### src/rtl/ascon_serial_loader.sv
// ascon_serial_loader: bit-serial transmitter for the Ascon core load interface.
// Snapshots key/nonce/AD/plaintext, shifts them MSB-first one bit per cycle,
// pulses encryption start, then waits for the core's ready flag.
// Optional feature macro: ASCON_LOADER_MASK_EN (LFSR-driven masks/randomness).
// With the macro undefined, all mask and r_* outputs are tied to 0.
module ascon_serial_loader #(
   parameter int          K         = 128,
   parameter int          L         = 40,
   parameter int          Y         = 96,
   parameter int          START_CYC = 3,
   parameter logic [63:0] SEED      = 64'hACE1_0000_0000_0001
) (
   input  logic           clk,
   input  logic           rst,
   input  logic           start_i,
   input  logic           abort_i,
   input  logic [K-1:0]   key_i,
   input  logic [127:0]   nonce_i,
   input  logic [L-1:0]   ad_i,
   input  logic [Y-1:0]   pt_i,
   input  logic           enc_ready_i,
   output logic [4:0]     key_o,
   output logic [4:0]     nonce_o,
   output logic [4:0]     ad_o,
   output logic [4:0]     pt_o,
   output logic [13:0]    r_64_o,
   output logic [2:0]     r_128_o,
   output logic [2:0]     r_pt_o,
   output logic           enc_start_o,
   output logic           busy_o,
   output logic           done_o
);

   localparam int MAX_KL  = (K > L) ? K : L;
   localparam int MAX_KLY = (MAX_KL > Y) ? MAX_KL : Y;
   localparam int MAX     = (MAX_KLY > 128) ? MAX_KLY : 128;
   localparam int CNT_LIM = (MAX > START_CYC) ? MAX : START_CYC;
   localparam int CNT_W   = $clog2(CNT_LIM + 1);

   localparam logic [CNT_W-1:0] LOAD_LAST  = CNT_W'(MAX - 1);
   localparam logic [CNT_W-1:0] START_LAST = CNT_W'(START_CYC - 1);

   localparam logic [1:0] S_IDLE  = 2'd0;
   localparam logic [1:0] S_LOAD  = 2'd1;
   localparam logic [1:0] S_START = 2'd2;
   localparam logic [1:0] S_WAIT  = 2'd3;

   if (SEED == 64'd0) begin : g_seed_check
      $error("ascon_serial_loader: SEED must be nonzero");
   end
   if (START_CYC < 1) begin : g_start_check
      $error("ascon_serial_loader: START_CYC must be at least 1");
   end

   logic [1:0]       state_q, state_d;
   logic [CNT_W-1:0] cnt_q, cnt_d;
   logic [K-1:0]     key_sh_q, key_sh_d;
   logic [127:0]     nonce_sh_q, nonce_sh_d;
   logic [L-1:0]     ad_sh_q, ad_sh_d;
   logic [Y-1:0]     pt_sh_q, pt_sh_d;
   logic [3:0]       data_q, data_d;     // {key, nonce, ad, pt} data bits
   logic [35:0]      rnd_q, rnd_d;       // mask and randomness bits
   logic             enc_start_q, enc_start_d;
   logic             busy_q, busy_d;
   logic             done_q, done_d;

   // Sequencer: state, counter and snapshot shift registers for the next cycle.
   always_comb begin
      state_d    = state_q;
      cnt_d      = cnt_q;
      key_sh_d   = key_sh_q;
      nonce_sh_d = nonce_sh_q;
      ad_sh_d    = ad_sh_q;
      pt_sh_d    = pt_sh_q;
      done_d     = 1'b0;
      if (abort_i) begin
         state_d = S_IDLE;
         cnt_d   = '0;
      end else begin
         case (state_q)
            S_IDLE: begin
               // A start coinciding with the done pulse is dropped, not queued.
               if (start_i && !done_q) begin
                  state_d    = S_LOAD;
                  cnt_d      = '0;
                  key_sh_d   = key_i;
                  nonce_sh_d = nonce_i;
                  ad_sh_d    = ad_i;
                  pt_sh_d    = pt_i;
               end
            end
            S_LOAD: begin
               // Shifting in zeros makes exhausted short fields read as 0.
               key_sh_d   = {key_sh_q[K-2:0], 1'b0};
               nonce_sh_d = {nonce_sh_q[126:0], 1'b0};
               ad_sh_d    = {ad_sh_q[L-2:0], 1'b0};
               pt_sh_d    = {pt_sh_q[Y-2:0], 1'b0};
               if (cnt_q == LOAD_LAST) begin
                  state_d = S_START;
                  cnt_d   = '0;
               end else begin
                  cnt_d = cnt_q + 1'b1;
               end
            end
            S_START: begin
               if (cnt_q == START_LAST) begin
                  state_d = S_WAIT;
                  cnt_d   = '0;
               end else begin
                  cnt_d = cnt_q + 1'b1;
               end
            end
            S_WAIT: begin
               if (enc_ready_i) begin
                  state_d = S_IDLE;
                  done_d  = 1'b1;
               end
            end
            default: begin
               state_d = S_IDLE;
               cnt_d   = '0;
            end
         endcase
      end
   end

   // Registered outputs derived from the next-cycle state so they line up with it.
   always_comb begin
      data_d      = '0;
      enc_start_d = (state_d == S_START);
      busy_d      = (state_d != S_IDLE);
      if (state_d == S_LOAD) begin
         data_d = {key_sh_d[K-1], nonce_sh_d[127], ad_sh_d[L-1], pt_sh_d[Y-1]};
      end
   end

`ifdef ASCON_LOADER_MASK_EN
   logic [63:0] lfsr_q, lfsr_d;

   // LFSR advances only while loading or starting; exposed bits are 0 otherwise.
   always_comb begin
      lfsr_d = lfsr_q;
      rnd_d  = '0;
      if (state_q == S_LOAD || state_q == S_START) begin
         lfsr_d = {lfsr_q[62:0], lfsr_q[63] ^ lfsr_q[62] ^ lfsr_q[60] ^ lfsr_q[59]};
      end
      if (state_d == S_LOAD || state_d == S_START) begin
         rnd_d = lfsr_d[35:0];
      end
   end

   // LFSR state register, reseeded on reset.
   always_ff @(posedge clk or negedge rst) begin
      if (!rst) begin
         lfsr_q <= SEED;
      end else begin
         lfsr_q <= lfsr_d;
      end
   end
`else
   // Unmasked debug build: no randomness source, masks held at 0.
   always_comb begin
      rnd_d = '0;
   end
`endif

   // State, snapshot and output registers.
   always_ff @(posedge clk or negedge rst) begin
      if (!rst) begin
         state_q     <= S_IDLE;
         cnt_q       <= '0;
         key_sh_q    <= '0;
         nonce_sh_q  <= '0;
         ad_sh_q     <= '0;
         pt_sh_q     <= '0;
         data_q      <= '0;
         rnd_q       <= '0;
         enc_start_q <= 1'b0;
         busy_q      <= 1'b0;
         done_q      <= 1'b0;
      end else begin
         state_q     <= state_d;
         cnt_q       <= cnt_d;
         key_sh_q    <= key_sh_d;
         nonce_sh_q  <= nonce_sh_d;
         ad_sh_q     <= ad_sh_d;
         pt_sh_q     <= pt_sh_d;
         data_q      <= data_d;
         rnd_q       <= rnd_d;
         enc_start_q <= enc_start_d;
         busy_q      <= busy_d;
         done_q      <= done_d;
      end
   end

   assign key_o       = {rnd_q[15:12], data_q[3]};
   assign ad_o        = {rnd_q[11:8],  data_q[1]};
   assign pt_o        = {rnd_q[7:4],   data_q[0]};
   assign nonce_o     = {rnd_q[3:0],   data_q[2]};
   assign r_64_o      = rnd_q[29:16];
   assign r_pt_o      = rnd_q[32:30];
   assign r_128_o     = rnd_q[35:33];
   assign enc_start_o = enc_start_q;
   assign busy_o      = busy_q;
   assign done_o      = done_q;

endmodule

### config.mk
export PLATFORM = sky130hd
export DESIGN_NAME = ascon_serial_loader
export DESIGN_NICKNAME = d
export VERILOG_FILES = /design/src/rtl/ascon_serial_loader.sv
export SDC_FILE = /design/constraint.sdc
export NUM_CORES = 1
export LEC_CHECK = 0
export CAP_MARGIN = 20
export CORE_MARGIN = 3
export CORE_UTILIZATION = 50
export DETAILED_ROUTE_END_ITERATION = 6
export PLACE_DENSITY_LB_ADDON = 0.08
export SYNTH_ARGS = -nofsm -noshare
export SYNTH_HDL_FRONTEND = slang
export SYNTH_SLANG_ARGS = --single-unit
### constraint.sdc
create_clock -name clk -period 2.8 [get_ports clk]
set_clock_uncertainty 0.2 [all_clocks]
set_input_delay 0.56 -clock clk [delete_from_list [all_inputs] [get_ports clk]]
set_output_delay 0.56 -clock clk [all_outputs]
set_load 0.03 [all_outputs]
* Yosys cells after proc, flatten, opt, wreduce, memory -nomap -nowiden *
Index checks and enable logic that the tools add are counted.

storage, ports and cells
  register bits after elaboration = 409
  latch bits = 0
  memory bits (writable) = 0
  bits in read-only memories = 0
  word-level logic and storage cells = 60
  memories kept = 0

operators by class
  add/subtract/negate cells = 1
  multipliers = 0
  div/mod/pow operators = 0
  magnitude comparators = 0
  eq/ne operators = 9
  shift-type cells = 0
  muxes and demuxes = 27
  bitwise logic cells = 1
  reduce and logical (&&, ||, !) cells = 8

operator list
  cell                                            number
  two-way mux 128 bit                             4
  case mux 128 bit (2 select lines)               2
  two-way mux 96 bit                              2
  case mux 96 bit (2 select lines)                1
  two-way mux 40 bit                              2
  case mux 40 bit (2 select lines)                1
  two-way mux 8 bit                               4
  case mux 8 bit (3 select lines)                 1
  two-way mux 2 bit                               5
  adder 8 x 1 -> 8 bit (second input constant)    1
  == test 8 x 2 -> 1 bit (second input constant)  1
  == test 8 x 7 -> 1 bit (second input constant)  1
  case mux 2 bit (4 select lines)                 1
  == test 2 bit (second input constant)           3
  == test 2 x 1 -> 1 bit (second input constant)  2
  two-way mux 4 bit                               1
  nonzero test 2 bit                              2
  nonzero test 4 bit                              1
  two-way mux 1 bit                               3
  != test 3 bit (second input constant)           1
  AND reduction 3 bit                             1
  zero test 2 bit                                 1
  != test 2 bit (second input constant)           1
  AND reduction 2 bit                             1
  other kinds (3)                                 3

* Logic depth before layout (Yosys ltp) *
  depth in word-level cells = 7
  mapped depth = 11
  mapped depth without buffers = 6

* Worst setup path before layout *
Ideal clock, no wire load.

  path kind = reg2reg
  start point = reg state_q[1]
  end point = reg nonce_sh_q[100]
  arrival = 1.745 ns
  slack = 0.727 ns
  cell stages (with the launch flop) = 10
  buffers on the path = 4
  cells stage by stage = dfrtp_1 inv_1 ha_1 buf_4 and3b_4 o21ai_2 buf_2 buf_2 clkbuf_2 o21ai_0

between the ends
  cells in the longest elaborated chain, start to end = 3
  elaborated cells between the ends (all ways) = 6

RTL lines
  what                                                                  line  RTL
  start: declaration                                                    55    logic [1:0] state_q, state_d;
  start signal: assignment                                              182   state_q <= state_d;
  == test 2 x 1 -> 1 bit or zero test 2 bit (tied branches)             80    case (state_q)
  nonzero test 2 bit (no source line) or != test 2 bit (tied branches)  -
  AND reduction 3 bit (no source line)                                  -
  end signal: assignment                                                185   nonce_sh_q <= nonce_sh_d;
  end: declaration                                                      58    logic [127:0] nonce_sh_q, nonce_sh_d;

Several ways; a longest one is shown, not always the timed one.
A chain may end at the register's enable or synchronous reset.

* Worst setup path in the final report *
  start point = reg state_q[1]
  end point = reg nonce_sh_q[72]

Same word-level chain as after synthesis.

==> impl_metrics.ini <==
[synthesis]
async_flop_share_pct = 100
synth_edf_count = 0
ys_types = 46
syn_inst = 1877
synth_flop_cell = dfrtp_1
ys_seq_elements = 409
yosys_warnings = 0
syn_area_mm2 = 0.0186
synth.avg_cell_area_um2 = 9.88
synth-seq-area-share_pct = 55.2

[min_path]
min_path_type = reg2reg

[placed_design]
place_hpwl_um = 34800
place_congestion = 0.811
post-place-ws_ps = 146
io_buffers = 403
dpl_cell_area_mm2 = 0.0227
dpl.cell_count = 2619

[cts]
clk_latency_ps = 540
cts_root_buffer = clkbuf_16
clock_path_buffers = 3
cts_buffers = 44
clock_sinks = 409
cts_tree = done
clkSlewWorstSetupHoldPaths_ps = 60
cts_setup_buffers = 0
htree_levels = 2

[cells_and_area]
most-common-layout-cells = 409 x dfrtp_1, 402 x clkdlybuf4s50_1, 392 x nand2_1, 388 x a22oi_1, 227 x o21ai_0
fill_cells = 2863
area_delta_synth_final_pct = 30.8
drive_gt1_share_pct = 6.03
final_common_cell = dfrtp_1
fin_area_mm2 = 0.0243
final_net_count = 2608
final_cells = 2713
final_core_util_pct = 67.2

[global_routing]
grt_util_all_layers_pct = 24.7
grt-ovfl-total = 0
antenna_found_initial = 9
grt_pass1_wl_um = 78800
grt_max_degree = 147
grt_pass1_vias = 14950

[pwr]
leakagePower_nw = 10.4
ir_drop_v = 0.000452
power_mw = 16.5
power_density_mw_per_mm2 = 680

[routing]
vias_per_cell = 5.62
wl_per_cell_um = 18.5
drt-pass1-iter-count = 6
drtIter0Drc = 1275
dr_total_vias = 15241
drc = 0
wirelength_um = 50200
ant_nets = 0

[critical_path]
critical_path.max_stage_delay_ps = 420
crit_type = reg2reg
crit_path_cell_trace = inv_1, ha_1, and3b_4, buf_12, buf_4, a22oi_1, o21ai_0
critical_path.top_delay_family = buffers and inverters
startpoint_type = flip-flop
critPathArrivalTime_ps = 2640
required_ps = 3020
crit_path_top_delay_cell = dfrtp_1
cp-end-kind = flip-flop
crit_fanout = 60
crit_buf_inv = 3

[timing]
fmax_ghz = 0.413
tns_ps = 0
worst_slew_pin_slew_ps = 693
fin_crit_sh_pct = 86.5
drv_slew = 0
hold_viol_final = 0
grt_setup_unrepaired = false
finalSetupViolCount = 0
worst_slack_ps = 379
post-route-min-period_ps = 2420
slew_headroom_pct = 53.8
finalHoldWorstSlack_ps = 276

[run_status]
status = finished clean

[die]
die_w_um = 199
pin_count = 440
fp.dieH_um = 199
core_area_mm2 = 0.0361
dieArea_mm2 = 0.0395
start_util_pct = 51.4
row_count = 69

[job]
cap_violations = 0
## logic make-up after synthesis
| family | Yosys count | share of synthesized area [%] |
|---|---|---|
| AND/OR/NAND/NOR | 428 | 9.18 |
| multiplexers | 1 | 0.0540 |
| flip-flops | 409 | 55.2 |
| buffers and inverters | 221 | 7.36 |
| adder cells (fa/ha/maj) | 6 | 0.405 |
| AO/OA/AOI/OAI | 811 | 27.8 |
| other | 1 | 0.0202 |
## state kept, by name, summed over array words and instances, names as in the netlist
signal       flops
ad_sh_q         40
busy_o           1
cnt_q            8
data_q           4
done_o           1
enc_start_o      1
key_sh_q       128
nonce_sh_q     128
pt_sh_q         96
state_q          2
## final timing paths
kind / slack (ps) / startpoint / cells after the start / endpoint
worst min-delay path: 280 / key_sh_q[127]$_DFF_PN0_ / 2 / key_sh_q[127]$_DFF_PN0_
max in group asynchronous: 1220 / rst / 3 / pt_sh_q[77]$_DFFE_PN0P_
worst max-delay path: 380 / state_q[1]$_DFF_PN0_ / 7 / nonce_sh_q[72]$_DFFE_PN0P_
worst min register to register: 280 / key_sh_q[127]$_DFF_PN0_ / 2 / key_sh_q[127]$_DFF_PN0_
min in group asynchronous: 380 / rst / 2 / key_sh_q[16]$_DFFE_PN0P_
worst max register to register: 380 / state_q[1]$_DFF_PN0_ / 7 / nonce_sh_q[72]$_DFFE_PN0P_
## cell usage after synthesis (2+ instances only)
master     number  area [um^2]
o31ai_1         2         15.0
dfrtp_1       409        10200
buf_2          34          170
nor2b_1         6         37.5
nor4_1          2         12.5
o2111ai_1       3         26.3
buf_4          40          300
clkbuf_1       76          285
or2_2           3         18.8
o21ai_0       227         1140
or3_1           2         12.5
a2bb2oi_1       5         43.8
and2_1          4         25.0
nor3_1          4         20.0
a22o_1          4         35.0
o211a_1         2         20.0
ha_1            6         75.1
nor3b_1         2         15.0
a22oi_1       388         2910
inv_1           9         33.8
buf_6          38          428
o211ai_1        8         60.1
nand2_1       392         1470
and3_1          2         12.5
o21ai_1       163          816
nand2b_1        2         12.5
buf_8           3         45.0
nand3_1         4         20.0
clkbuf_2       20          100
## what timing repair did
action,CTS,global route
endpoints found under the setup margin,0,0
hold buffers,1,0
endpoints found under the hold margin,50,0
gates resized for setup,0,0
## worst reg2reg max path, delay by kind of cell (launching register included)
kind	cells	cell delay [ps]
buffers and inverters	3	750
flip-flops	1	420
adder cells (fa/ha/maj)	1	220
AO/OA/AOI/OAI	2	340
AND/OR/NAND/NOR	1	400
## layout make-up
cell class	instances	area, um^2	area share (%)
clock inverters	15	189	0.779
diodes	14	35.0	0.144
inverters	9	33.8	0.139
well taps	461	577	2.38
flip-flops and latches	409	10200	42.2
repair buffers	459	4800	19.8
multi-input cells	1282	7100	29.3
clock buffers	64	1290	5.31
## where the power goes
group / internal [mW] / total, mW / switching (mW) / leakage, nW
Combinational: 1.38 / 2.94 / 1.56 / 4.23
Clock: 3.57 / 5.91 / 2.34 / 0.734
Sequential: 7.02 / 7.65 / 0.631 / 5.39
Total: 12.0 / 16.5 / 4.54 / 10.4
## metal layers
metal	global-route usage, %	vias up	part of all wire [%]
li1	-	7378	-
met1	34.8	7345	43
met2	39.8	452	48
met3	4.13	64	6.3
met4	7.21	2	2.0
met5	0	-	0.026
No activity file was read; power rests on OpenSTA's default activity.
